`src/rtl/s_rca_pipe_pkg.sv`:
```
`default_nettype none
// ============================================================================
// Module      : s_rca_pipe_pkg
// Description : Shared types, default sizing and configuration helpers for
//               the pipelined signed ripple-carry adder/subtractor.
// Revision    : 1.0 - initial release
// ============================================================================
package s_rca_pipe_pkg;

  localparam int DEF_WIDTH  = 24;
  localparam int DEF_STAGES = 4;

  // Per-stage control record; the data part (lower sum bits and the
  // not-yet-rippled a/b' bits) shrinks/grows per stage and lives beside it.
  typedef struct packed {
    logic valid;
    logic carry;
  } stage_ctl_t;

  // Bits handled by one ripple segment.
  function automatic int seg_width(input int width, input int stages);
    return (stages < 1) ? width : width / stages;
  endfunction

  // Legal sizing: at least two bits, at least one stage, equal segments.
  function automatic bit cfg_ok(input int width, input int stages);
    return (width >= 2) && (stages >= 1) && ((width % stages) == 0);
  endfunction

endpackage
`default_nettype wire

```
`src/rtl/s_rca_pipe_if.sv`:
```
`default_nettype none
// ============================================================================
// Module      : s_rca_pipe_if
// Description : Operand stream in, result stream out, both valid/ready.
// Revision    : 1.0 - initial release
// ============================================================================
interface s_rca_pipe_if
  import s_rca_pipe_pkg::*;
#(
  parameter int WIDTH = DEF_WIDTH
);
  logic             in_valid;
  logic             in_ready;
  logic [WIDTH-1:0] in_a;
  logic [WIDTH-1:0] in_b;
  logic             in_sub;
  logic             out_valid;
  logic             out_ready;
  logic [WIDTH:0]   out_sum;
  logic             out_ovf;

  // Producer of operands / consumer of results.
  modport master (
    output in_valid, in_a, in_b, in_sub, out_ready,
    input  in_ready, out_valid, out_sum, out_ovf
  );

  // The adder pipeline itself.
  modport slave (
    input  in_valid, in_a, in_b, in_sub, out_ready,
    output in_ready, out_valid, out_sum, out_ovf
  );
endinterface
`default_nettype wire

```
`src/rtl/fa.sv`:
```
`default_nettype none
// ============================================================================
// Module      : fa
// Description : One-bit full adder cell.
// Revision    : 1.0 - initial release
// ============================================================================
module fa (
  input  logic a,
  input  logic b,
  input  logic ci,
  output logic s,
  output logic co
);
  assign s  = a ^ b ^ ci;
  assign co = (a & b) | (ci & (a ^ b));
endmodule
`default_nettype wire

```
`src/rtl/s_rca_pipe_rca_seg.sv`:
```
`default_nettype none
// ============================================================================
// Module      : rca_seg
// Description : Combinational SEG_W-bit ripple chain of full adders with
//               carry in and carry out.
// Revision    : 1.0 - initial release
// ============================================================================
module rca_seg #(
  parameter int SEG_W = 6
) (
  input  logic [SEG_W-1:0] a,
  input  logic [SEG_W-1:0] b,
  input  logic             cin,
  output logic [SEG_W-1:0] s,
  output logic             cout
);
  logic [SEG_W:0] c;

  assign c[0] = cin;

  for (genvar i = 0; i < SEG_W; i++) begin : g_bit
    fa u_fa (
      .a  (a[i]),
      .b  (b[i]),
      .ci (c[i]),
      .s  (s[i]),
      .co (c[i+1])
    );
  end

  assign cout = c[SEG_W];
endmodule
`default_nettype wire

```
`src/rtl/s_rca_pipe.sv`:
```
`default_nettype none
// ============================================================================
// Module      : s_rca_pipe
// Description : Pipelined signed ripple-carry adder/subtractor. WIDTH bits
//               split into STAGES equal segments with registered carries;
//               one beat per cycle, global stall, exact WIDTH+1 result and
//               overflow flag.
// Revision    : 1.0 - initial release
// ============================================================================
module s_rca_pipe
  import s_rca_pipe_pkg::*;
#(
  parameter int WIDTH  = DEF_WIDTH,
  parameter int STAGES = DEF_STAGES
) (
  input  logic       clk,
  input  logic       rst_n,
  s_rca_pipe_if.slave bus
);

  localparam int SEG = seg_width(WIDTH, STAGES);

  if (!cfg_ok(WIDTH, STAGES)) begin : g_cfg_check
    $error("s_rca_pipe: WIDTH must be >= 2 and divisible by STAGES >= 1");
  end

  logic             advance;
  logic [WIDTH-1:0] b_eff;

  logic             out_valid_d, out_valid_q;
  logic [WIDTH:0]   out_sum_d,   out_sum_q;
  logic             out_ovf_d,   out_ovf_q;

  // Whole pipe moves together whenever the output slot is empty or drained;
  // subtraction is a + ~b + 1 with the +1 entering as stage-0 carry.
  always_comb begin
    advance = ~out_valid_q | bus.out_ready;
    b_eff   = bus.in_sub ? ~bus.in_b : bus.in_b;
  end

  assign bus.in_ready  = advance;
  assign bus.out_valid = out_valid_q;
  assign bus.out_sum   = out_sum_q;
  assign bus.out_ovf   = out_ovf_q;

  // --------------------------------------------------------------------------
  // Intermediate stages 0..STAGES-2. Stage k ripples bits [LO +: SEG] and
  // keeps: the HI finished sum bits, the carry out, and the REM upper a/b'
  // bits that later stages still need.
  // --------------------------------------------------------------------------
  for (genvar k = 0; k < STAGES - 1; k++) begin : g_mid
    localparam int LO  = k * SEG;
    localparam int HI  = LO + SEG;
    localparam int REM = WIDTH - HI;

    logic                valid_src;
    logic                carry_src;
    logic [WIDTH-LO-1:0] a_src;
    logic [WIDTH-LO-1:0] b_src;
    logic [HI-1:0]       sum_new;

    logic [SEG-1:0]      seg_sum;
    logic                seg_cout;

    stage_ctl_t          ctl_d, ctl_q;
    logic [HI-1:0]       sum_d, sum_q;
    logic [REM-1:0]      a_d, a_q;
    logic [REM-1:0]      b_d, b_q;

    if (k == 0) begin : g_src_in
      // First stage takes operands straight from the input port.
      always_comb begin
        valid_src = bus.in_valid;
        carry_src = bus.in_sub;
        a_src     = bus.in_a;
        b_src     = b_eff;
        sum_new   = seg_sum;
      end
    end else begin : g_src_prev
      // Later stages take the registered state of the stage before.
      always_comb begin
        valid_src = g_mid[k-1].ctl_q.valid;
        carry_src = g_mid[k-1].ctl_q.carry;
        a_src     = g_mid[k-1].a_q;
        b_src     = g_mid[k-1].b_q;
        sum_new   = {seg_sum, g_mid[k-1].sum_q};
      end
    end

    rca_seg #(
      .SEG_W (SEG)
    ) u_seg (
      .a    (a_src[SEG-1:0]),
      .b    (b_src[SEG-1:0]),
      .cin  (carry_src),
      .s    (seg_sum),
      .cout (seg_cout)
    );

    // Valid follows the pipe on every advance; data only loads for real beats.
    always_comb begin
      ctl_d = ctl_q;
      sum_d = sum_q;
      a_d   = a_q;
      b_d   = b_q;
      if (advance) begin
        ctl_d.valid = valid_src;
        if (valid_src) begin
          ctl_d.carry = seg_cout;
          sum_d       = sum_new;
          a_d         = a_src[WIDTH-LO-1:SEG];
          b_d         = b_src[WIDTH-LO-1:SEG];
        end
      end
    end

    // Stage register; reset drops any in-flight beat.
    always_ff @(posedge clk or negedge rst_n) begin
      if (!rst_n) begin
        ctl_q <= '0;
        sum_q <= '0;
        a_q   <= '0;
        b_q   <= '0;
      end else begin
        ctl_q <= ctl_d;
        sum_q <= sum_d;
        a_q   <= a_d;
        b_q   <= b_d;
      end
    end
  end

  // --------------------------------------------------------------------------
  // Final stage: top segment, sign extension and overflow, output register.
  // --------------------------------------------------------------------------
  logic             last_valid;
  logic             last_carry;
  logic [SEG-1:0]   last_a;
  logic [SEG-1:0]   last_b;
  logic [SEG-1:0]   last_seg_sum;
  logic             last_cout;
  logic [WIDTH-1:0] last_sum;
  logic             last_sign;

  if (STAGES == 1) begin : g_last_src_in
    // Single stage: one registered full-width add.
    always_comb begin
      last_valid = bus.in_valid;
      last_carry = bus.in_sub;
      last_a     = bus.in_a;
      last_b     = b_eff;
      last_sum   = last_seg_sum;
    end
  end else begin : g_last_src_prev
    // Top segment fed by the last intermediate stage.
    always_comb begin
      last_valid = g_mid[STAGES-2].ctl_q.valid;
      last_carry = g_mid[STAGES-2].ctl_q.carry;
      last_a     = g_mid[STAGES-2].a_q;
      last_b     = g_mid[STAGES-2].b_q;
      last_sum   = {last_seg_sum, g_mid[STAGES-2].sum_q};
    end
  end

  rca_seg #(
    .SEG_W (SEG)
  ) u_seg_last (
    .a    (last_a),
    .b    (last_b),
    .cin  (last_carry),
    .s    (last_seg_sum),
    .cout (last_cout)
  );

  // Extra result bit is the sum of the sign-extended operands, so the
  // WIDTH+1 result is exact even for the most-negative corner cases.
  assign last_sign = last_a[SEG-1] ^ last_b[SEG-1] ^ last_cout;

  // Output slot holds while stalled; loads result and flag on advance.
  always_comb begin
    out_valid_d = out_valid_q;
    out_sum_d   = out_sum_q;
    out_ovf_d   = out_ovf_q;
    if (advance) begin
      out_valid_d = last_valid;
      if (last_valid) begin
        out_sum_d = {last_sign, last_sum};
        out_ovf_d = last_sign ^ last_sum[WIDTH-1];
      end
    end
  end

  // Output register; reset clears valid and result.
  always_ff @(posedge clk or negedge rst_n) begin
    if (!rst_n) begin
      out_valid_q <= 1'b0;
      out_sum_q   <= '0;
      out_ovf_q   <= 1'b0;
    end else begin
      out_valid_q <= out_valid_d;
      out_sum_q   <= out_sum_d;
      out_ovf_q   <= out_ovf_d;
    end
  end

endmodule
`default_nettype wire

```
`src/flat_wrapper.sv`:
```
// flat-port wrapper written by rule: the top's interface ports become plain ports
module s_rca_pipe_flat import s_rca_pipe_pkg::*;
#(
  parameter int WIDTH  = DEF_WIDTH,
  parameter int STAGES = DEF_STAGES
)
  (clk, rst_n, bus_in_valid, bus_in_a, bus_in_b, bus_in_sub, bus_out_ready, bus_in_ready, bus_out_valid, bus_out_sum, bus_out_ovf);
  s_rca_pipe_if #(.WIDTH(WIDTH)) bus_i ();
  input  logic clk;
  input  logic rst_n;
  input wire logic [$bits(bus_i.in_valid)-1:0] bus_in_valid;
  input wire logic [$bits(bus_i.in_a)-1:0] bus_in_a;
  input wire logic [$bits(bus_i.in_b)-1:0] bus_in_b;
  input wire logic [$bits(bus_i.in_sub)-1:0] bus_in_sub;
  input wire logic [$bits(bus_i.out_ready)-1:0] bus_out_ready;
  output wire logic [$bits(bus_i.in_ready)-1:0] bus_in_ready;
  output wire logic [$bits(bus_i.out_valid)-1:0] bus_out_valid;
  output wire logic [$bits(bus_i.out_sum)-1:0] bus_out_sum;
  output wire logic [$bits(bus_i.out_ovf)-1:0] bus_out_ovf;
  assign bus_i.in_valid = bus_in_valid;
  assign bus_i.in_a = bus_in_a;
  assign bus_i.in_b = bus_in_b;
  assign bus_i.in_sub = bus_in_sub;
  assign bus_i.out_ready = bus_out_ready;
  assign bus_in_ready = bus_i.in_ready;
  assign bus_out_valid = bus_i.out_valid;
  assign bus_out_sum = bus_i.out_sum;
  assign bus_out_ovf = bus_i.out_ovf;
  s_rca_pipe #(.WIDTH(WIDTH), .STAGES(STAGES)) u_core (.clk(clk), .rst_n(rst_n), .bus(bus_i));
endmodule
```
`config.mk`:
```
export PLATFORM = sky130hd
export DESIGN_NAME = s_rca_pipe_flat
export DESIGN_NICKNAME = d
export VERILOG_FILES = /design/src/rtl/s_rca_pipe_pkg.sv /design/src/rtl/s_rca_pipe_if.sv /design/src/rtl/fa.sv /design/src/rtl/s_rca_pipe_rca_seg.sv /design/src/rtl/s_rca_pipe.sv /design/src/flat_wrapper.sv
export SDC_FILE = /design/constraint.sdc
export NUM_CORES = 1
export LEC_CHECK = 0
export ABC_AREA = 1
export CAP_MARGIN = 20
export CELL_PAD_IN_SITES_DETAIL_PLACEMENT = 0
export CELL_PAD_IN_SITES_GLOBAL_PLACEMENT = 2
export CORE_MARGIN = 4
export CORE_UTILIZATION = 38
export DETAILED_ROUTE_END_ITERATION = 6
export PLACE_DENSITY_LB_ADDON = 0.1
export SLEW_MARGIN = 30
export SYNTH_ARGS = -nofsm -noshare
export SYNTH_HDL_FRONTEND = slang
export SYNTH_HIERARCHICAL = 1
export SYNTH_SLANG_ARGS = --single-unit
```
`constraint.sdc`:
```
create_clock -name clk -period 6.75 [get_ports clk]
set_input_delay 1.0125 -clock clk [delete_from_list [all_inputs] [get_ports clk]]
set_output_delay 1.0125 -clock clk [all_outputs]
set_load 0.02 [all_outputs]
```
Word level (Yosys, flattened, before mapping)
Cells that the tools add are included.
{ "op_classes": {"n_addsub": 0, "mul": 0, "n_div": 0, "order_cmp": 0, "n_eq_ne": 0, "shift": 0, "mux": 1, "bitwise": 125, "reduce_logical": 4} }
{ "op_table": {"columns": ["op", "count"], "rows": [
  ["$xor A1 B1 Y1", 50],
  ["$and A1 B1 Y1", 48],
  ["$or A1 B1 Y1", 25],
  ["$mux W24", 1],
  ["$not A24 Y24", 1],
  ["$reduce_and A2 Y1", 4],
  ["$not A1 Y1", 1]
]} }
{ "word_totals": {"reg_bits": 141, "latch_bits": 0, "mem_bits_rw": 0, "rom_bits": 0, "input_bits": 53, "output_inout_bits": 28, "elab_cells": 148, "memories": 0} }

Longest topological paths before layout
{ "logic_depth": {"ltp_word": 15, "mapped_depth": 11, "mapped_depth_nobuf": 11} }

Modules after synthesis
Netlist, hierarchy kept.
{ "by_module_without_submodules": {"columns": ["module", "n_inst", "cells_each", "area_per_inst_um2"], "rows": [
  ["s_rca_pipe", 1, 582, 5629.1],
  ["fa", 24, 1, 20.0]
]} }

Least setup slack after synthesis
Ideal clock, no wire load.
{ "synth_path": {"path_type": "input to register", "from": "input bus_in_sub", "to": "register u_core.g_mid[0].sum_q[5]", "arrival_time_ps": 3924, "setup_slack_ps": 2710, "path_stages": 11, "path_buffers": 2, "path_cell_list": "buf_4 -> buf_6 -> xor2_1 -> fa_1 -> fa_1 -> fa_1 -> fa_1 -> fa_1 -> fa_1 -> nand2_1 -> nand2_1"} }
{ "synth_via": {"elab_chain_len": 13} }
{ "synth_rtl": {"columns": ["element", "line", "text"], "rows": [
  ["start: declaration", "flat_wrapper.sv:14", "input wire logic [$bits(bus_i.in_sub)-1:0] bus_in_sub;"],
  ["$mux W24 *", "s_rca_pipe.sv:38", "b_eff = bus.in_sub ? ~bus.in_b : bus.in_b;"],
  ["via u_core.b_eff[0]", "s_rca_pipe.sv:28", "logic [WIDTH-1:0] b_eff;"],
  ["$xor A1 B1 Y1", "fa.sv:15", "assign co = (a & b) | (ci & (a ^ b));"],
  ["$and A1 B1 Y1", "fa.sv:15", null],
  ["$or A1 B1 Y1 *", "fa.sv:15", null],
  ["via u_core.g_mid[0].u_seg.c[1]", "s_rca_pipe_rca_seg.sv:17", "logic [SEG_W:0] c;"],
  ["$and A1 B1 Y1 *", "fa.sv:15", null],
  ["$or A1 B1 Y1 *", "fa.sv:15", null],
  ["via u_core.g_mid[0].u_seg.c[2]", "s_rca_pipe_rca_seg.sv:17", null],
  ["[2 not listed]", null, null],
  ["via u_core.g_mid[0].u_seg.c[3]", "s_rca_pipe_rca_seg.sv:17", null],
  ["$and A1 B1 Y1 *", "fa.sv:15", null],
  ["$or A1 B1 Y1 *", "fa.sv:15", null],
  ["via u_core.g_mid[0].u_seg.c[4]", "s_rca_pipe_rca_seg.sv:17", null],
  ["$and A1 B1 Y1 *", "fa.sv:15", null],
  ["$or A1 B1 Y1 *", "fa.sv:15", null],
  ["via u_core.g_mid[0].u_seg.c[5]", "s_rca_pipe_rca_seg.sv:17", null],
  ["$xor A1 B1 Y1 *", "fa.sv:14", "assign s = a ^ b ^ ci;"],
  ["via u_core.g_mid[0].seg_sum[5]", "s_rca_pipe.sv:62", "logic [SEG-1:0] seg_sum;"],
  ["end signal: assignment", "s_rca_pipe.sv:126", "sum_q <= sum_d;"],
  ["end: declaration", "s_rca_pipe.sv:66", "logic [HI-1:0] sum_d, sum_q;"]
]} }
The timed path passes the listed nets; every way through them passes the cells marked *.
A chain may end at the register's enable or synchronous reset.

Worst setup path in the final report
Ends and elaborated chain as after synthesis.

==> run metrics <==
status completed; f_max 0.234 GHz; setup slack, reg-to-reg 3440 ps; fin util 48.1%; DRT Wirelength 11700 um; Tot GR Track Use 13.8%; Yosys cell types 19; cts bufs inserted 17; r2r endpoint u_core/bus.out_ovf$_DFFE_PN0P_; # IOs 81; syn_area_per_cell 10.1 um2; worst hold margin 474 ps; Worst Hold Class reg -> reg; # DRC 0; Tmin final 4270 ps; CP most frequent cell fa_1; Chip Width 135 um; Worst slew margin 55.2%; Power per Cell Area 471 nW/um2; Final Hold Fails 0; Detail Route Antenna Nets 0; Core Area 15800 um2; clock group share of total power 25.9%; Reg clk slew, reported paths 60 ps; first-pass GRT wire length 19900 um; antenna violations before repair 0; MaxCap Viol Count 0; CTS Sinks 141; CTS tree built; Die Footprint 18200 um2; RSZ-0062 raised after global routing no; DP HPWL 7940 um; commonest non-fill, non-tap cell in the layout nand2_1; final setup fails 0; die height 135 um; nets@finish 755; Slew @ Worst Pin 672 ps; HP Start u_core/bus.out_sum[5]$_DFFE_PN0P_; LEAKAGE 3.65 nW; Synth async-reset ratio 100%; hold buffers post-CTS 0; CP Cell Sequence clkdlybuf4s50_1 -> xor2_1 -> fa_1 -> fa_1 -> fa_1 -> fa_1 -> fa_1 -> fa_1 -> nand2_1 -> nand2_1; Area Growth Syn to Fin 24.5%; GPL Wtd Cong 0.731; Place WS 2060 ps; Worst Hold Depth 2; Synth Warn # 6; post-synthesis sequential area ratio 57.8%; Comb pwr share 34.4%; Synth Cell Area 6110 um2; # port buffers 80; Starting Density 38.6%; Power Internal 0.00232 W; slowest stage delay, CP 660 ps; Power Total 0.00358 W; drt pass-1 iters 6; 1st-iter DRT viols 301; Cells after Synth 606; Hold EP u_core/bus.out_sum[5]$_DFFE_PN0P_; CP Data Arrival Time 4620 ps; Sw Ratio 35.1%; Tcrit/Tclk final 63.3%; Post-Syn Nets 683; crit path kind in -> reg; crit end category flop; most frequent cells in the layout 201 x nand2_1, 141 x dfrtp_1, 79 x clkdlybuf4s50_1, 45 x o21ai_0, 41 x inv_1; via count 3905; total of cells resized after clock tree synthesis 0; Routed WL per cell 12.9 um; Post-synth EDFFs 0; ratio of cells with drive above 1 in the final layout 8.97%; final count of pins violating max slew 0; Skew-Pair Late Insertion Delay 410 ps; setup bufs post-CTS 0; Post-Route Skew 5.86 ps; via/cell ratio 4.31; clk root buf clkbuf_16; vias in the first global route 3864; clock buffer depth 2; largest net degree at the start of global routing 76; Setup TNS 0 ps; FF-to-FF Start u_core/g_mid[2].a_q[0]$_DFFE_PN0P_; total grt overflow 0; n_diodes 0; net switching power 0.00126 W; final worst slack 2480 ps; power share of the sequential group 39.7%; Synth Flop Type dfrtp_1; Reg2Reg Depth 9; Slowest-stage cell, CP clkdlybuf4s50_1; FP Rows 46; flops & latches, synth 141; Req. time, crit path 7100 ps; htree depth 4; peak supply drop 197 uV; crit start category input pin; Critical Path Fanout Max 9
==> final cells by class <==
cell class | instances | area, um2
clock inverters | 4 | 47.5
well taps | 216 | 270
multi-input cells | 391 | 2210
fillers | 1528 | 8220
flip-flops and latches | 141 | 3530
repair buffers | 84 | 836
clock buffers | 28 | 557
inverters | 43 | 161
==> worst max path at each step <==
stage,from,end,slack (ps),cells past startpoint
after global placement,bus_in_sub,u_core/g_mid[0].sum_q[5]$_DFFE_PN0P_,2120,10
after detailed placement,bus_in_sub,u_core/g_mid[0].sum_q[5]$_DFFE_PN0P_,2060,10
final,bus_in_sub,u_core/g_mid[0].sum_q[5]$_DFFE_PN0P_,2480,10
after global routing,bus_in_sub,u_core/g_mid[0].sum_q[5]$_DFFE_PN0P_,2340,10
after CTS,bus_in_sub,u_core/g_mid[0].sum_q[5]$_DFFE_PN0P_,2500,10
after floorplan,bus_in_sub,u_core/g_mid[0].sum_q[5]$_DFFE_PN0P_,2710,11
==> metal layers <==
metal | up-vias | share of wire (%) | global-route usage [%]
met5 | - | 0 | 0
met4 | 0 | 1.2 | 5.09
met3 | 11 | 4.5 | 3.99
met2 | 84 | 41 | 18.2
met1 | 1780 | 53 | 21.3
li1 | 2030 | - | -
==> critical path: cells and delay by family <==
kind	cells	cell delay [ps]
buf+inv	1	660
fa+ha+maj	6	2530
xor+xnor	1	290
simple gates	2	120
==> synthesized netlist by cell type (4+ instances only) <==
cell type / n / share of area, %
xor2_1: 6 / 0.86
o21ai_1: 15 / 1.2
buf_6: 9 / 1.7
nor2_1: 33 / 2.0
nand2_2: 4 / 0.41
a21oi_1: 9 / 0.74
buf_4: 5 / 0.61
a21oi_2: 20 / 2.9
xnor2_1: 18 / 2.6
o21ai_0: 45 / 3.7
fa_1: 24 / 7.9
dfrtp_1: 141 / 58
nand3_1: 15 / 1.2
clkbuf_1: 4 / 0.25
inv_1: 41 / 2.5
buf_2: 13 / 1.1
nand2_1: 201 / 12
==> registers in the layout (all words and copies together) (netlist names) <==
signal / flops
u_core/g_mid.a_q: 36
u_core/g_mid.b_q: 36
u_core/g_mid.sum_q: 36
u_core/bus.out_sum: 25
u_core/g_mid.carry_src: 2
u_core/g_mid.valid_src: 2
u_core/bus.out_ovf: 1
u_core/bus.out_valid: 1
u_core/last_carry: 1
u_core/last_valid: 1
==> cell families (layout without fill, tap and decap cells) <==
family	after synthesis	in the layout	synth area share, %
XOR/XNOR	24	24	3.44
adder cells (fa/ha/maj)	24	24	7.86
AND/OR/NAND/NOR	254	254	16.2
AO/OA/AOI/OAI	89	89	8.52
flip-flops	141	141	57.8
buffers and inverters	74	159	6.23
==> stage by stage <==
step / cells / area (um2)
final: 907 / 7610
after global routing: 907 / 7610
after global placement: 875 / 6990
after CTS: 907 / 7600
after detailed placement: 875 / 6990
after floorplan: 606 / 6110
==> power by group through the flow <==
stage	Combinational, W	Sequential, W	Clock (W)
after floorplan	0.000777	0.00149	0
after global placement	0.00124	0.00143	0
after detailed placement	0.00125	0.00144	0
after CTS	0.00126	0.00143	0.000950
after global routing	0.00141	0.00147	0.000989
final	0.00123	0.00142	0.000926
No activity file was read; power rests on OpenSTA's default activity.
